**src/rtl/display_scheduler_if.sv**
```systemverilog
// display_scheduler_if: bundles requester handshake, source data and display outputs
// Ports (signals):
//   req      [3:0]   per-source request level, held until acked
//   src_data [127:0] source i word at [32*i+31:32*i]
//   src_zero [3:0]   source i zero flag
//   ack      [3:0]   one-hot grant strobe
//   entrada  [31:0]  word to segment decoder
//   zero             zero flag to segment decoder
//   cur_src  [1:0]   index of displayed source
//   busy             dwell in progress
interface display_scheduler_if;
    logic [3:0]   req;
    logic [127:0] src_data;
    logic [3:0]   src_zero;
    logic [3:0]   ack;
    logic [31:0]  entrada;
    logic         zero;
    logic [1:0]   cur_src;
    logic         busy;
    modport master (output req, src_data, src_zero, input ack, entrada, zero, cur_src, busy);
    modport slave  (input req, src_data, src_zero, output ack, entrada, zero, cur_src, busy);
endinterface

```
**src/rtl/display_scheduler.sv**
```systemverilog
// display_scheduler: round-robin sharing of the seven-segment display word among four sources
// Ports:
//   clock   rising-edge system clock
//   reset   synchronous active-low reset
//   bus     display_scheduler_if.slave (req/src_data/src_zero in, ack/entrada/zero/cur_src/busy out)
//   mode    0 = arbitrated, 1 = manual
//   sel     manual-mode source index
//   freeze  halts dwell countdown, blocks grants and holds manual outputs
module display_scheduler #(
    parameter int DWELL = 50_000_000,
    parameter int CW    = $clog2(DWELL + 1)
) (
    input  logic                clock,
    input  logic                reset,
    display_scheduler_if.slave  bus,
    input  logic                mode,
    input  logic [1:0]          sel,
    input  logic                freeze
);
    localparam logic [1:0] IDLE   = 2'd0;
    localparam logic [1:0] SHOW   = 2'd1;
    localparam logic [1:0] MANUAL = 2'd2;

    logic [1:0]    state;
    logic [1:0]    ptr;
    logic [1:0]    pick;
    logic          hit;
    logic [CW-1:0] cnt;

    // Search ptr, ptr+1, ... modulo 4; iterating downward lets the nearest hit win.
    always_comb begin
        hit  = 1'b0;
        pick = ptr;
        for (int j = 3; j >= 0; j--) begin
            if (bus.req[ptr + 2'(j)]) begin
                hit  = 1'b1;
                pick = ptr + 2'(j);
            end
        end
    end

    always_ff @(posedge clock) begin
        if (!reset) begin
            state       <= IDLE;
            ptr         <= 2'd0;
            cnt         <= '0;
            bus.ack     <= 4'd0;
            bus.entrada <= 32'd0;
            bus.zero    <= 1'b0;
            bus.cur_src <= 2'd0;
            bus.busy    <= 1'b0;
        end else begin
            bus.ack <= 4'd0;
            if (mode) begin
                // Manual mode overrides everything and abandons any dwell; ptr is kept.
                state    <= MANUAL;
                bus.busy <= 1'b0;
                if (!freeze) begin
                    bus.entrada <= bus.src_data[{sel, 5'd0} +: 32];
                    bus.zero    <= bus.src_zero[sel];
                    bus.cur_src <= sel;
                end
            end else if (state == MANUAL) begin
                state <= IDLE;
            end else if (state == SHOW) begin
                if (!freeze) begin
                    if (cnt != '0) begin
                        cnt <= cnt - 1'b1;
                    end else begin
                        state    <= IDLE;
                        bus.busy <= 1'b0;
                    end
                end
            end else if (!freeze && hit) begin
                bus.ack     <= 4'b0001 << pick;
                bus.entrada <= bus.src_data[{pick, 5'd0} +: 32];
                bus.zero    <= bus.src_zero[pick];
                bus.cur_src <= pick;
                ptr         <= pick + 2'd1;
                cnt         <= CW'(DWELL - 1);
                bus.busy    <= 1'b1;
                state       <= SHOW;
            end
        end
    end
endmodule
```
**src/flat_wrapper.sv**
```systemverilog
// flat-port wrapper written by rule: the top's interface ports become plain ports
module display_scheduler_flat 
#(
    parameter int DWELL = 50_000_000,
    parameter int CW    = $clog2(DWELL + 1)
)
  (clock, reset, mode, sel, freeze, bus_req, bus_src_data, bus_src_zero, bus_ack, bus_entrada, bus_zero, bus_cur_src, bus_busy);
  display_scheduler_if bus_i ();
  input  logic clock;
  input  logic reset;
  input  logic mode;
  input  logic [1:0] sel;
  input  logic freeze;
  input wire logic [$bits(bus_i.req)-1:0] bus_req;
  input wire logic [$bits(bus_i.src_data)-1:0] bus_src_data;
  input wire logic [$bits(bus_i.src_zero)-1:0] bus_src_zero;
  output wire logic [$bits(bus_i.ack)-1:0] bus_ack;
  output wire logic [$bits(bus_i.entrada)-1:0] bus_entrada;
  output wire logic [$bits(bus_i.zero)-1:0] bus_zero;
  output wire logic [$bits(bus_i.cur_src)-1:0] bus_cur_src;
  output wire logic [$bits(bus_i.busy)-1:0] bus_busy;
  assign bus_i.req = bus_req;
  assign bus_i.src_data = bus_src_data;
  assign bus_i.src_zero = bus_src_zero;
  assign bus_ack = bus_i.ack;
  assign bus_entrada = bus_i.entrada;
  assign bus_zero = bus_i.zero;
  assign bus_cur_src = bus_i.cur_src;
  assign bus_busy = bus_i.busy;
  display_scheduler #(.DWELL(DWELL), .CW(CW)) u_core (.clock(clock), .reset(reset), .bus(bus_i), .mode(mode), .sel(sel), .freeze(freeze));
endmodule
```
**config.mk**
```make
export PLATFORM = sky130hd
export DESIGN_NAME = display_scheduler_flat
export DESIGN_NICKNAME = d
export VERILOG_FILES = /design/src/rtl/display_scheduler_if.sv /design/src/rtl/display_scheduler.sv /design/src/flat_wrapper.sv
export SDC_FILE = /design/constraint.sdc
export NUM_CORES = 1
export LEC_CHECK = 0
export BUFFER_PORTS_ARGS = -buffer_cell sky130_fd_sc_hd__buf_2
export CORE_UTILIZATION = 44
export CTS_BUF_LIST = sky130_fd_sc_hd__clkbuf_8
export DETAILED_ROUTE_END_ITERATION = 12
export GPL_TIMING_DRIVEN = 1
export HOLD_SLACK_MARGIN = 0.15
export PLACE_DENSITY = 0.77
export SYNTH_ARGS = -nofsm -noshare
export SYNTH_HDL_FRONTEND = slang
export SYNTH_SLANG_ARGS = --single-unit
export TNS_END_PERCENT = 100
```
**constraint.sdc**
```tcl
create_clock -name clock -period 2.44 [get_ports clock]
set_clock_uncertainty 0.2 [all_clocks]
set_input_delay 0.244 -clock clock [delete_from_list [all_inputs] [get_ports clock]]
set_output_delay 0.244 -clock clock [all_outputs]
set_load 0.05 [all_outputs]
```
==> metrics.yaml, run 1 <==
clock_tree:
  root_buffer: "clkbuf_8"
  cts_max_level: 3
  clock-sinks: 70
  numCtsBuffers: 9
  cts.path.max_buffers: 2
die:
  die_h_um: 96.8
  rows: 34
  dieWidth_um: 96.8
  pin_count: 182
  start_util_pct: 45.3
placement:
  placedCellCount: 759
  io_buffer_count: 181
  hpwl_mm: 9.51
  gp_congestion: 0.856
logic_synthesis:
  ys_seq_area_share_pct: 35.4
  ys_async_sr_fraction_pct: 0
  syn_inst: 441
  netlist_area_um2: 3950
  synth_cell_types: 55
  synth-edff-count: 0
  synth_ff_type: "dfxtp_1"
  yosysTopAreaCell: "dfxtp_1"
  syn-mean-instance-area_um2: 8.97
  yosys_warnings: 0
  ys_ff_latch: 70
  synth_nets: 586
  synth_area_leaders: "dfxtp_1 (35%), mux2i_1 (17%), o221ai_1 (7.3%), nand2_1 (3.9%), nor2_1 (2.7%)"
  synth_top_area_share_pct: 35.4
status:
  haltStage: "global routing"
  outcome: "did not finish"
  tool.error: "[ERROR GRT-0232] Routing congestion too high. Check the congestion heatmap in the GUI."
global_route:
  overflow: 29
  grt_start_max_net_pins: 33
  grt_usage_pct: 73.0
==> metrics by stage <==
step / worst slack (ns) / instance area, um^2
3_3_place_gp: -0.126 / 5410
3_5_place_dp: -0.255 / 5410
4_1_cts: -0.0317 / 6980
2_1_floorplan: -0.202 / 3970
==> Yosys cell counts (6+ instances only) <==
cell	instances
inv_1	9
or3_1	8
or4_1	7
o21ai_0	10
o221ai_1	33
o31ai_1	8
mux2i_1	67
clkbuf_1	22
a21oi_1	14
dfxtp_1	70
nor3_1	18
nor4_1	7
nand2_1	41
a31oi_1	12
nand3_1	6
nor2_1	28
==> cell families after synthesis <==
kind of cell | Yosys count | share of synthesized area [%]
AND/OR/NAND/NOR | 149 | 19.8
adder cells (fa/ha/maj) | 3 | 0.949
XOR/XNOR | 6 | 1.33
AO/OA/AOI/OAI | 106 | 20.8
multiplexers | 68 | 17.5
buffers and inverters | 39 | 4.15
flip-flops | 70 | 35.4
==> per-layer routing <==
layer,GRT overflow,global-route usage [%]
met1,1,70.1
met2,13,89.9
met3,0,59.0
met4,15,76.7
met5,0,27.5
==> timing repair <==
item / in CTS
resized for setup: 15
setup endpoints to repair: 55
hold buffers: 135
buffers inserted: 2
endpoints found under the hold margin: 42
pin swaps: 3
cloned: 0
==> inputs of run 2 (changes only) <==
--- a/config.mk
+++ b/config.mk
@@ -6,12 +6,10 @@
 export NUM_CORES = 1
 export LEC_CHECK = 0
 export BUFFER_PORTS_ARGS = -buffer_cell sky130_fd_sc_hd__buf_2
-export CORE_UTILIZATION = 44
-export CTS_BUF_LIST = sky130_fd_sc_hd__clkbuf_8
+export CORE_UTILIZATION = 40
 export DETAILED_ROUTE_END_ITERATION = 12
 export GPL_TIMING_DRIVEN = 1
-export HOLD_SLACK_MARGIN = 0.15
-export PLACE_DENSITY = 0.77
+export PLACE_DENSITY_LB_ADDON = 0.15
 export SYNTH_ARGS = -nofsm -noshare
 export SYNTH_HDL_FRONTEND = slang
 export SYNTH_SLANG_ARGS = --single-unit
==> constraint.sdc (replaced) <==
create_clock -name clock -period 3.15 [get_ports clock]
set_clock_uncertainty 0.2 [all_clocks]
set_input_delay 0.315 -clock clock [delete_from_list [all_inputs] [get_ports clock]]
set_output_delay 0.315 -clock clock [all_outputs]
set_load 0.05 [all_outputs]
==> run 2 against run 1 <==
Net effect:
- the run now ends clean
- synthesized cell count did not move
- synthesized area is the same
==> metrics.yaml, run 2 <==
sta:
  period_minus_slack_ns: 2.80
  finalSetupViolCount: 0
  final.setup.tns_ns: 0
  maxSlewHeadroom_pct: 61.6
  drv_slew: 0
  tightest_slew_ns: 0.561
  finalHoldViolCount: 0
  timing.fmax_ghz: 0.357
  fin_crit_sh_pct: 88.9
  rsz0062_at_grt: "false"
routing:
  drt_iter0_drc: 94
  vias: 4114
  drtPass1Iterations: 4
  viasPerCell: 5.43
  drt_drc_violations_left: 0
  ant_nets: 0
  wl_per_cell_um: 15.8
  wl_mm: 12.0
die:
  pin_count: 182  # unchanged
  start_util_pct: 42.0  # was 45.3%
  fp.coreArea_um2: 9420
  rows: 35  # was 34
  die_area_um2: 10300
  die_h_um: 101  # was 96.8 um
  dieWidth_um: 101  # was 96.8 um
min_path:
  worstHoldStart: "bus_src_data[3]"
  worstHoldEndpoint: "u_core.bus.entrada[3]$_SDFFE_PN0P_"
  timing.hold.worst_path_depth: 3
  hold_path_class: "input port to flip-flop"
logic_synthesis:
  synth_nets: 586  # unchanged
  ys_seq_area_share_pct: 35.4  # unchanged
  synth-edff-count: 0  # unchanged
  syn_inst: 441  # unchanged
  synth_top_area_share_pct: 35.4  # unchanged
  synth_area_leaders: "dfxtp_1 (35%), mux2i_1 (17%), o221ai_1 (7.3%), nand2_1 (3.9%), nor2_1 (2.7%)"  # unchanged
  ys_ff_latch: 70  # unchanged
  yosys.cell_count.top_type: "dfxtp_1"  # unchanged
  synth_commonest_cells: "dfxtp_1 (70), mux2i_1 (67), nand2_1 (41)"  # unchanged
  netlist_area_um2: 3950  # unchanged
  synth_cell_types: 55  # unchanged
  ys_async_sr_fraction_pct: 0  # unchanged
  synth_ff_type: "dfxtp_1"  # unchanged
  yosysTopAreaCell: "dfxtp_1"  # unchanged
  syn-mean-instance-area_um2: 8.97  # unchanged
  yosys_warnings: 0  # unchanged
placement:
  io_buffer_count: 181  # unchanged
  gp_congestion: 0.835  # was 0.856
  hpwl_mm: 9.16  # was 9.51 mm
clock_tree:
  cts.path.max_buffers: 2  # unchanged
  root_buffer: "clkbuf_8"  # unchanged
  tritoncts: "built"
  clock-sinks: 70  # unchanged
  clk_pin_slew_worst_paths_ns: 0.08
  numCtsBuffers: 9  # unchanged
  insertion_delay_ns: 0.35
  cts_max_level: 3  # unchanged
power_and_ir_drop:
  switching_share_pct: 35.5
  p_comb_share_pct: 32.5
  clkPwrFrac_pct: 28.5
  p_leak_nw: 2.39
  power.density_nw_per_um2: 497
  intPower_mw: 1.70
  total_power_mw: 2.63
  switchingPower_mw: 0.934
  seqPwrFrac_pct: 39.1
  ir_drop_mv: 0.231
setup_path:
  worstReg2RegEnd: "u_core.cnt[13]$_SDFFE_PN0P_"
  start_kind: "flip-flop"
  crit_family: "simple AND/OR/NAND/NOR gates"
  r2r_slack_ns: 0.35
  rr_worst_depth: 8
  path_buf_inv: 2
  worstPathArrival_ns: 2.83
  cpPeakStageDelay_ns: 0.57
  crit_fanout: 13
  critPathRequiredTime_ns: 3.18
  cp_cell_sequence: "inv_1 > ha_1 > or4b_1 > or4_4 > o31ai_4 > buf_12 > nor3_1 > o31a_1"
  critPathKind: "flip-flop to flip-flop"
  cpMaxStageDelayCell: "or4_4"
  endpoint_kind: "flip-flop"
  reg2reg_from: "u_core.cnt[0]$_SDFFE_PN0P_"
cells_and_area:
  n_antenna_cell: 0
  multiInputGateArea_um2: 2410
  final_cell_mix: "buf_2 (181), dfxtp_1 (70), mux2i_1 (67)"
  finalNetCount: 769
  nFillCells: 905
  drive_above_1_share_pct: 38.5
  top_regs: "u_core.bus.entrada (32), u_core.cnt (26), u_core.bus.ack (4)"
  area_delta_synth_final_pct: 34.1
  largest_register_ffs: 32
  top_register: "u_core.bus.entrada"
  mostFrequentLayoutCell: "buf_2"
  final-seq-area_um2: 1400
global_route:
  grt_usage_pct: 23.8
  grt_pass1_wl_mm: 18.8
  grt_antenna_before_repair: 0
  grt_start_max_net_pins: 39
  overflow: 0
  grt_pass1_vias: 3925
job:
  maxCapViolations: 0
status:
  outcome: "finished clean"  # was did not finish
run 2: cells by family (layout without fill, tap and decap cells):
kind of cell	Yosys count	after routing	share of synthesized area, %
DFF	70	70	35.4
and+or+nand+nor	149	149	19.8
AOI/OAI and AO/OA	106	106	20.8
muxes	68	68	17.5
xor gates and xnor gates	6	6	1.33
buffers and inverters	39	227	4.15
adders and majority gates	3	3	0.949
run 2: metal layers:
| metal | GRT usage [%] | share of wire (%) | wire, um |
|---|---|---|---|
| met5 | 0 | 0 | 0 |
| met3 | 4.49 | 5.0 | 605 |
| met2 | 41.8 | 50 | 6030 |
| met4 | 10.3 | 1.9 | 223 |
| met1 | 28.4 | 43 | 5140 |
run 2: power by group through the flow:
stage          combinational, mW  sequential (mW)  clock, mW
2_1_floorplan              0.422             1.21          0
3_3_place_gp               0.837             1.04          0
3_5_place_dp               0.851             1.05          0
4_1_cts                    0.852             1.03      0.763
5_1_grt                    0.926             1.04      0.806
6_report                   0.855             1.03      0.750
run 2: area by class of cell:
type                    count  share of cell area, %
flip-flops and latches     70                   26.4
inverters                   9                  0.637
clock buffers              12                   2.93
clock inverters             4                  0.850
repair buffers            202                   20.5
well taps                 129                   3.05
multi-input cells         332                   45.6
run 2: repair_timing:
item | in CTS | in global routing
endpoints found under the setup margin | 0 | 1
buffers inserted | 0 | 3
hold buffers | 0 | 0
resized for setup | 0 | 0
run 2: worst max-delay path by stage:
stage	from	cells after the start	slack (ns)	to
after global routing	u_core.cnt[0]$_SDFFE_PN0P_	9	0.23	u_core.cnt[6]$_SDFFE_PN0P_
after CTS	u_core.cnt[0]$_SDFFE_PN0P_	7	0.20	u_core.cnt[13]$_SDFFE_PN0P_
final	u_core.cnt[0]$_SDFFE_PN0P_	8	0.35	u_core.cnt[13]$_SDFFE_PN0P_
after floorplan	u_core.cnt[0]$_SDFFE_PN0P_	9	0.46	u_core.cnt[13]$_SDFFE_PN0P_
after global placement	u_core.cnt[0]$_SDFFE_PN0P_	7	0.30	u_core.cnt[13]$_SDFFE_PN0P_
after detailed placement	u_core.cnt[0]$_SDFFE_PN0P_	7	0.22	u_core.cnt[13]$_SDFFE_PN0P_
run 2: per-stage QoR:
| stage | hold WS, ns | util, % | worst slack [ns] | cell area, um^2 | cells |
|---|---|---|---|---|---|
| after global placement | 0.240 | 53.8 | 0.299 | 5060 | 739 |
| after detailed placement | 0.243 | 53.8 | 0.221 | 5060 | 739 |
| after global routing | 0.0763 | 56.3 | 0.226 | 5300 | 758 |
| after CTS | 0.0609 | 55.9 | 0.201 | 5270 | 755 |
| after floorplan | 0.250 | - | 0.464 | 3950 | 441 |
| final | 0.0728 | 56.3 | 0.350 | 5300 | 758 |
run 2: worst min-delay path: cells and delay by family:
family / cells / cell delay, ns
compound gates: 1 / 0.15
buf+inv: 1 / 0.07
mux: 1 / 0.05
(Power assumes the default switching activity.)
==> inputs of run 3 (changes only) <==
--- a/config.mk
+++ b/config.mk
@@ -6,7 +6,7 @@
 export NUM_CORES = 1
 export LEC_CHECK = 0
 export BUFFER_PORTS_ARGS = -buffer_cell sky130_fd_sc_hd__buf_2
-export CORE_UTILIZATION = 40
+export CORE_UTILIZATION = 47
 export DETAILED_ROUTE_END_ITERATION = 12
 export GPL_TIMING_DRIVEN = 1
 export PLACE_DENSITY_LB_ADDON = 0.15
==> run 3 against run 2 <==
Net effect:
- register-to-register slack hardly changed
- die area is 15% lower
- utilization is 7.3 points higher
- total power is 1.9% lower
- cell count is 4.1% lower
- hold slack worse by 0.0099 ns
- critical path depth stayed put
- via count is 1.4% lower
- wire length is 3.0% lower
- critical path type unchanged
- largest cell class unchanged
==> metrics.yaml, run 3 (same netlist as run 2, synthesis figures left out) <==
routing:
  wl_mm: 11.6  # was 12.0 mm
  drtPass1Iterations: 4  # unchanged
  drt_drc_violations_left: 0  # unchanged
  viasPerCell: 5.58  # was 5.43
  ant_nets: 0  # unchanged
  vias: 4055  # was 4,114
  drt_iter0_drc: 176  # was 94
  wl_per_cell_um: 16.0  # was 15.8 um
setup_path:
  start_kind: "flip-flop"  # unchanged
  rr_worst_depth: 8  # unchanged
  endpoint_kind: "flip-flop"  # unchanged
  worstSetupStartpoint: "u_core.cnt[0]$_SDFFE_PN0P_"  # unchanged
  crit_fanout: 7  # was 13
  critPathRequiredTime_ns: 3.22  # was 3.18 ns
  critPathKind: "flip-flop to flip-flop"  # unchanged
  crit_end: "u_core.cnt[4]$_SDFFE_PN0P_"  # was u_core.cnt[13]$_SDFFE_PN0P_
  reg2reg_from: "u_core.cnt[0]$_SDFFE_PN0P_"  # unchanged
  worstPathArrival_ns: 2.86  # was 2.83 ns
  worstReg2RegEnd: "u_core.cnt[4]$_SDFFE_PN0P_"  # was u_core.cnt[13]$_SDFFE_PN0P_
  r2r_slack_ns: 0.36  # was 0.35 ns
sta:
  finalSetupViolCount: 0  # unchanged
  rsz0062_at_grt: "false"  # unchanged
  timing.fmax_ghz: 0.358  # was 0.357 GHz
  maxSlewHeadroom_pct: 59.0  # was 61.6%
  drv_slew: 0  # unchanged
  fin_crit_sh_pct: 88.6  # was 88.9%
  tightest_slew_ns: 0.609  # was 0.561 ns
  final.setup.tns_ns: 0  # unchanged
  finalHoldViolCount: 0  # unchanged
  hold-worst-slack_ns: 0.0629  # was 0.0728 ns
  period_minus_slack_ns: 2.79  # was 2.80 ns
clock_tree:
  clk_pin_slew_worst_paths_ns: 0.08  # about the same
  root_buffer: "clkbuf_8"  # unchanged
  numCtsBuffers: 9  # unchanged
  cts_setup_buffers: 0  # unchanged
  clock-sinks: 70  # unchanged
  cts.path.max_buffers: 2  # unchanged
  holdBufCountCts: 0  # unchanged
  cts_resized: 0  # unchanged
  tritoncts: "built"  # unchanged
  insertion_delay_ns: 0.34  # was 0.35 ns
  cts_max_level: 3  # unchanged
min_path:
  hold_path_class: "input port to flip-flop"  # unchanged
power_and_ir_drop:
  p_leak_nw: 2.34  # was 2.39 nW
  power.density_nw_per_um2: 497  # about the same
  total_power_mw: 2.58  # was 2.63 mW
  ir_drop_mv: 0.249  # was 0.231 mV
status:
  outcome: "finished clean"  # unchanged
placement:
  io_buffer_count: 181  # unchanged
  placedCellCount: 712  # was 739
  hpwl_mm: 8.73  # was 9.16 mm
  dpl_cell_area_um2: 5010  # was 5060 um^2
  gp_congestion: 0.871  # was 0.835
die:
  fp.coreArea_um2: 8180  # was 9420 um^2
  start_util_pct: 48.4  # was 42.0%
  pin_count: 182  # unchanged
  rows: 33  # was 35
  die_h_um: 93.7  # was 101 um
  die_area_um2: 8780  # was 10,300 um^2
  dieWidth_um: 93.7  # was 101 um
cells_and_area:
  finalNetCount: 763  # was 769
  area_delta_synth_final_pct: 31.6  # was 34.1%
  final_cell_mix: "buf_2 (181), dfxtp_1 (70), mux2i_1 (67)"  # unchanged
  top_regs: "u_core.bus.entrada (32), u_core.cnt (26), u_core.bus.ack (4)"  # unchanged
  final_cells: 727  # was 758
  drive_above_1_share_pct: 37.8  # was 38.5%
  n_antenna_cell: 0  # unchanged
  largest_register_ffs: 32  # unchanged
  final_cell_area_um2: 5200  # was 5300 um^2
  mostFrequentLayoutCell: "buf_2"  # unchanged
  top_register: "u_core.bus.entrada"  # unchanged
global_route:
  overflow: 0  # unchanged
  grt_pass1_vias: 3770  # was 3,925
  grt_usage_pct: 26.5  # was 23.8%
  grt_antenna_before_repair: 0  # unchanged
  grt_start_max_net_pins: 66  # was 39
  grt_pass1_wl_mm: 18.3  # was 18.8 mm
job:
  maxCapViolations: 0  # unchanged
==> run 3: changes by cell type in the layout (fill, tap and decap cells not counted), sizes merged <==
cell | previous run | this run
buf | 202 | 196
clkinvlp | 0 | 1
clkinv | 3 | 2
clkbuf | 12 | 11
==> run 3: per-stage QoR <==
step                setup slack [ns]  utilization [%]
floorplan                      0.464                -
global placement               0.447             61.3
detailed placement             0.375             61.3
CTS                            0.360             63.6
global route                   0.210             63.6
finish                         0.358             63.6
==> run 3: worst min path at each step <==
stage,start,to,slack [ns],cells after the start
final,bus_src_data[62],u_core.bus.entrada[30]$_SDFFE_PN0P_,0.06,3
after global routing,bus_src_data[62],u_core.bus.entrada[30]$_SDFFE_PN0P_,0.06,3
after CTS,bus_src_data[62],u_core.bus.entrada[30]$_SDFFE_PN0P_,0.05,3
after detailed placement,u_core.bus.entrada[27]$_SDFFE_PN0P_,u_core.bus.entrada[27]$_SDFFE_PN0P_,0.25,2
after global placement,u_core.bus.entrada[12]$_SDFFE_PN0P_,u_core.bus.entrada[12]$_SDFFE_PN0P_,0.24,2
after floorplan,u_core.cnt[7]$_SDFFE_PN0P_,u_core.cnt[7]$_SDFFE_PN0P_,0.25,2
==> run 3: critical path: stages, from the launching register on <==
cell and delay (ns):
dfxtp_1 0.33, inv_1 0.10, ha_1 0.18, or4b_1 0.56, or4_4 0.57, o31ai_4 0.33
buf_4 0.20, o21ai_0 0.08, a31oi_1 0.17
==> run 3: power breakdown <==
| part | leakage [nW] | internal, mW | switching (mW) |
|---|---|---|---|
| Sequential | 0.575 | 0.968 | 0.0624 |
| Combinational | 1.67 | 0.315 | 0.526 |
| Clock | 0.0952 | 0.381 | 0.330 |
==> run 3: area by class of cell <==
type / count / area [um^2]
fillers: 715 / 2970
multi-input cells: 332 / 2410
flip-flops and latches: 70 / 1400
repair buffers: 196 / 1030
clock buffers: 11 / 141
well taps: 105 / 131
clock inverters: 4 / 47.5
inverters: 9 / 33.8
==> run 3: per-layer routing <==
metal	global-route usage (%)	routed length (um)
met5	0	0
met4	7.05	112
met3	7.52	704
met2	44.0	5830
met1	33.6	4980
==> inputs of run 4 (changes only) <==
--- a/config.mk
+++ b/config.mk
@@ -9,7 +9,9 @@
 export CORE_UTILIZATION = 47
 export DETAILED_ROUTE_END_ITERATION = 12
 export GPL_TIMING_DRIVEN = 1
+export MAX_ROUTING_LAYER = met4
 export PLACE_DENSITY_LB_ADDON = 0.15
+export SETUP_SLACK_MARGIN = 0.3
 export SYNTH_ARGS = -nofsm -noshare
 export SYNTH_HDL_FRONTEND = slang
 export SYNTH_SLANG_ARGS = --single-unit
==> run 4 against run 3 <==
Net effect:
- total power up 0.49%
- clock power up 0.6%
- fmax is 2.1% higher
- sequential share of layout area down 0.13 points
- critical path type unchanged
- critical endpoint unchanged
==> metrics.yaml, run 4 (same netlist as run 2, synthesis figures left out) <==
cells_and_area:
  utilization_pct: 63.9  # was 63.6%
  top_regs: "u_core.bus.entrada (32), u_core.cnt (26), u_core.bus.ack (4)"  # unchanged
  final_cells: 728  # was 727
  largest_register_ffs: 32  # unchanged
  top_register: "u_core.bus.entrada"  # unchanged
  area_delta_synth_final_pct: 32.2  # was 31.6%
  drive_above_1_share_pct: 38.2  # was 37.8%
  final_cell_mix: "buf_2 (181), dfxtp_1 (70), mux2i_1 (67)"  # unchanged
  finalNetCount: 764  # was 763
  n_antenna_cell: 0  # unchanged
  mostFrequentLayoutCell: "buf_2"  # unchanged
global_route:
  overflow: 0  # unchanged
  grt_pass1_wl_mm: 18.2  # was 18.3 mm
  grt_start_max_net_pins: 66  # unchanged
  grt_usage_pct: 27.3  # was 26.5%
  grt_pass1_vias: 3776  # was 3,770
  grt_antenna_before_repair: 0  # unchanged
min_path:
  worstHoldEndpoint: "u_core.bus.entrada[30]$_SDFFE_PN0P_"  # unchanged
  hold_path_class: "input port to flip-flop"  # unchanged
  timing.hold.worst_path_depth: 3  # unchanged
  worstHoldStart: "bus_src_data[62]"  # unchanged
setup_path:
  endpoint_kind: "flip-flop"  # unchanged
  r2r_slack_ns: 0.41  # was 0.36 ns
  cpPeakStageDelay_ns: 0.55  # was 0.57 ns
  cpMaxStageDelayCell: "or4_4"  # unchanged
  path_buf_inv: 3  # was 2
  critPathRequiredTime_ns: 3.22  # about the same
  worstReg2RegEnd: "u_core.cnt[4]$_SDFFE_PN0P_"  # unchanged
  crit_family: "simple AND/OR/NAND/NOR gates"  # unchanged
  start_kind: "flip-flop"  # unchanged
  critPathKind: "flip-flop to flip-flop"  # unchanged
  reg2reg_from: "u_core.cnt[0]$_SDFFE_PN0P_"  # unchanged
  cp_cell_sequence: "inv_1 > ha_1 > or4b_4 > or4_4 > o31ai_4 > buf_4 > buf_6 > o21ai_0 > a31oi_1"  # was inv_1 > ha_1 > or4b_1 > or4_4 > o31ai_4 > buf_4 > o21ai_0 > a31oi_1
  rr_worst_depth: 9  # was 8
  crit_fanout: 7  # unchanged
  worstPathArrival_ns: 2.81  # was 2.86 ns
power_and_ir_drop:
  p_leak_nw: 2.35  # was 2.34 nW
  ir_drop_mv: 0.249  # about the same
  power.density_nw_per_um2: 497  # about the same
routing:
  drt_iter0_drc: 195  # was 176
  wl_mm: 11.6  # about the same
  vias: 4074  # was 4,055
  ant_nets: 0  # unchanged
  viasPerCell: 5.60  # was 5.58
  drtPass1Iterations: 4  # unchanged
  wl_per_cell_um: 16.0  # about the same
  drt_drc_violations_left: 0  # unchanged
sta:
  fin_crit_sh_pct: 86.8  # was 88.6%
  rsz0062_at_grt: "false"  # unchanged
  final.setup.tns_ns: 0  # unchanged
  finalHoldViolCount: 0  # unchanged
  period_minus_slack_ns: 2.74  # was 2.79 ns
  finalSetupViolCount: 0  # unchanged
  fin_ws_ns: 0.415  # was 0.358 ns
  drv_slew: 0  # unchanged
  tightest_slew_ns: 0.576  # was 0.609 ns
  timing.fmax_ghz: 0.366  # was 0.358 GHz
  maxSlewHeadroom_pct: 61.2  # was 59.0%
clock_tree:
  cts_max_level: 3  # unchanged
  clock-sinks: 70  # unchanged
  root_buffer: "clkbuf_8"  # unchanged
  holdBufCountCts: 0  # unchanged
  clk_pin_slew_worst_paths_ns: 0.08  # about the same
  numCtsBuffers: 9  # unchanged
  cts.path.max_buffers: 2  # unchanged
  tritoncts: "built"  # unchanged
  insertion_delay_ns: 0.35  # was 0.34 ns
die:
  dieWidth_um: 93.7  # unchanged
  die_area_um2: 8780  # unchanged
  start_util_pct: 48.4  # unchanged
  die_h_um: 93.7  # unchanged
  pin_count: 182  # unchanged
  rows: 33  # unchanged
  fp.coreArea_um2: 8180  # unchanged
placement:
  gp_congestion: 0.885  # was 0.871
  hpwl_mm: 8.73  # unchanged
  io_buffer_count: 181  # unchanged
  placedCellCount: 712  # unchanged
  pre_cts_ws_ns: 0.375  # unchanged
job:
  maxCapViolations: 0  # unchanged
status:
  outcome: "finished clean"  # unchanged
-- run 4: cell count changes in the layout (fill, tap and decap cells not counted) --
cell	previous run	this run
buf_6	0	2
buf_4	14	13
nor4_1	7	6
nor4_2	0	1
or4b_1	1	0
or4b_4	0	1
-- run 4: power by group --
group          switching, mW  internal [mW]  leakage (nW)
Clock                  0.334          0.381        0.0952
Sequential            0.0637          0.968         0.575
Combinational          0.528          0.321          1.68
Total                  0.926           1.67          2.35
-- run 4: worst reg2reg max path: cells and delay by family (launching register included) --
| family | cells | cell delay [ns] |
|---|---|---|
| buffers and inverters | 3 | 0.41 |
| AND/OR/NAND/NOR | 2 | 1.06 |
| adder cells (fa/ha/maj) | 1 | 0.19 |
| AO/OA/AOI/OAI | 3 | 0.48 |
| flip-flops | 1 | 0.33 |
-- run 4: layer usage --
layer	GRT usage, %	routed length [um]
met5	-	0
met4	7.05	129
met3	5.99	677
met2	43.9	5840
met1	34.7	5000
-- run 4: cell type report --
class,instances,area (um^2)
inverters,9,33.8
fillers,713,2950
repair buffers,197,1050
multi-input cells,332,2420
well taps,105,131
clock inverters,4,47.5
clock buffers,11,141
flip-flops and latches,70,1400
-- run 4: worst max path at each step --
stage | startpoint | to | depth (start not counted)
after floorplan | u_core.cnt[0]$_SDFFE_PN0P_ | u_core.cnt[13]$_SDFFE_PN0P_ | 9
after global placement | u_core.cnt[0]$_SDFFE_PN0P_ | u_core.cnt[0]$_SDFFE_PN0P_ | 8
after detailed placement | u_core.cnt[0]$_SDFFE_PN0P_ | u_core.cnt[4]$_SDFFE_PN0P_ | 8
after CTS | u_core.cnt[0]$_SDFFE_PN0P_ | u_core.cnt[4]$_SDFFE_PN0P_ | 8
after global routing | u_core.cnt[0]$_SDFFE_PN0P_ | u_core.cnt[0]$_SDFFE_PN0P_ | 9
final | u_core.cnt[0]$_SDFFE_PN0P_ | u_core.cnt[4]$_SDFFE_PN0P_ | 9
-- run 4: timing repair --
item / CTS / global route
endpoints found under the setup margin: 0 / 8
setup buffers: 0 / 1
resized for setup: 0 / 4
-- run 4: stage by stage --
stage	hold WS (ns)	cell area, um^2	power [mW]
floorplan	0.250	3950	1.63
global placement	0.239	5010	1.87
detailed placement	0.249	5010	1.89
CTS	0.0529	5200	2.60
global route	0.0607	5230	2.73
finish	0.0606	5230	2.60
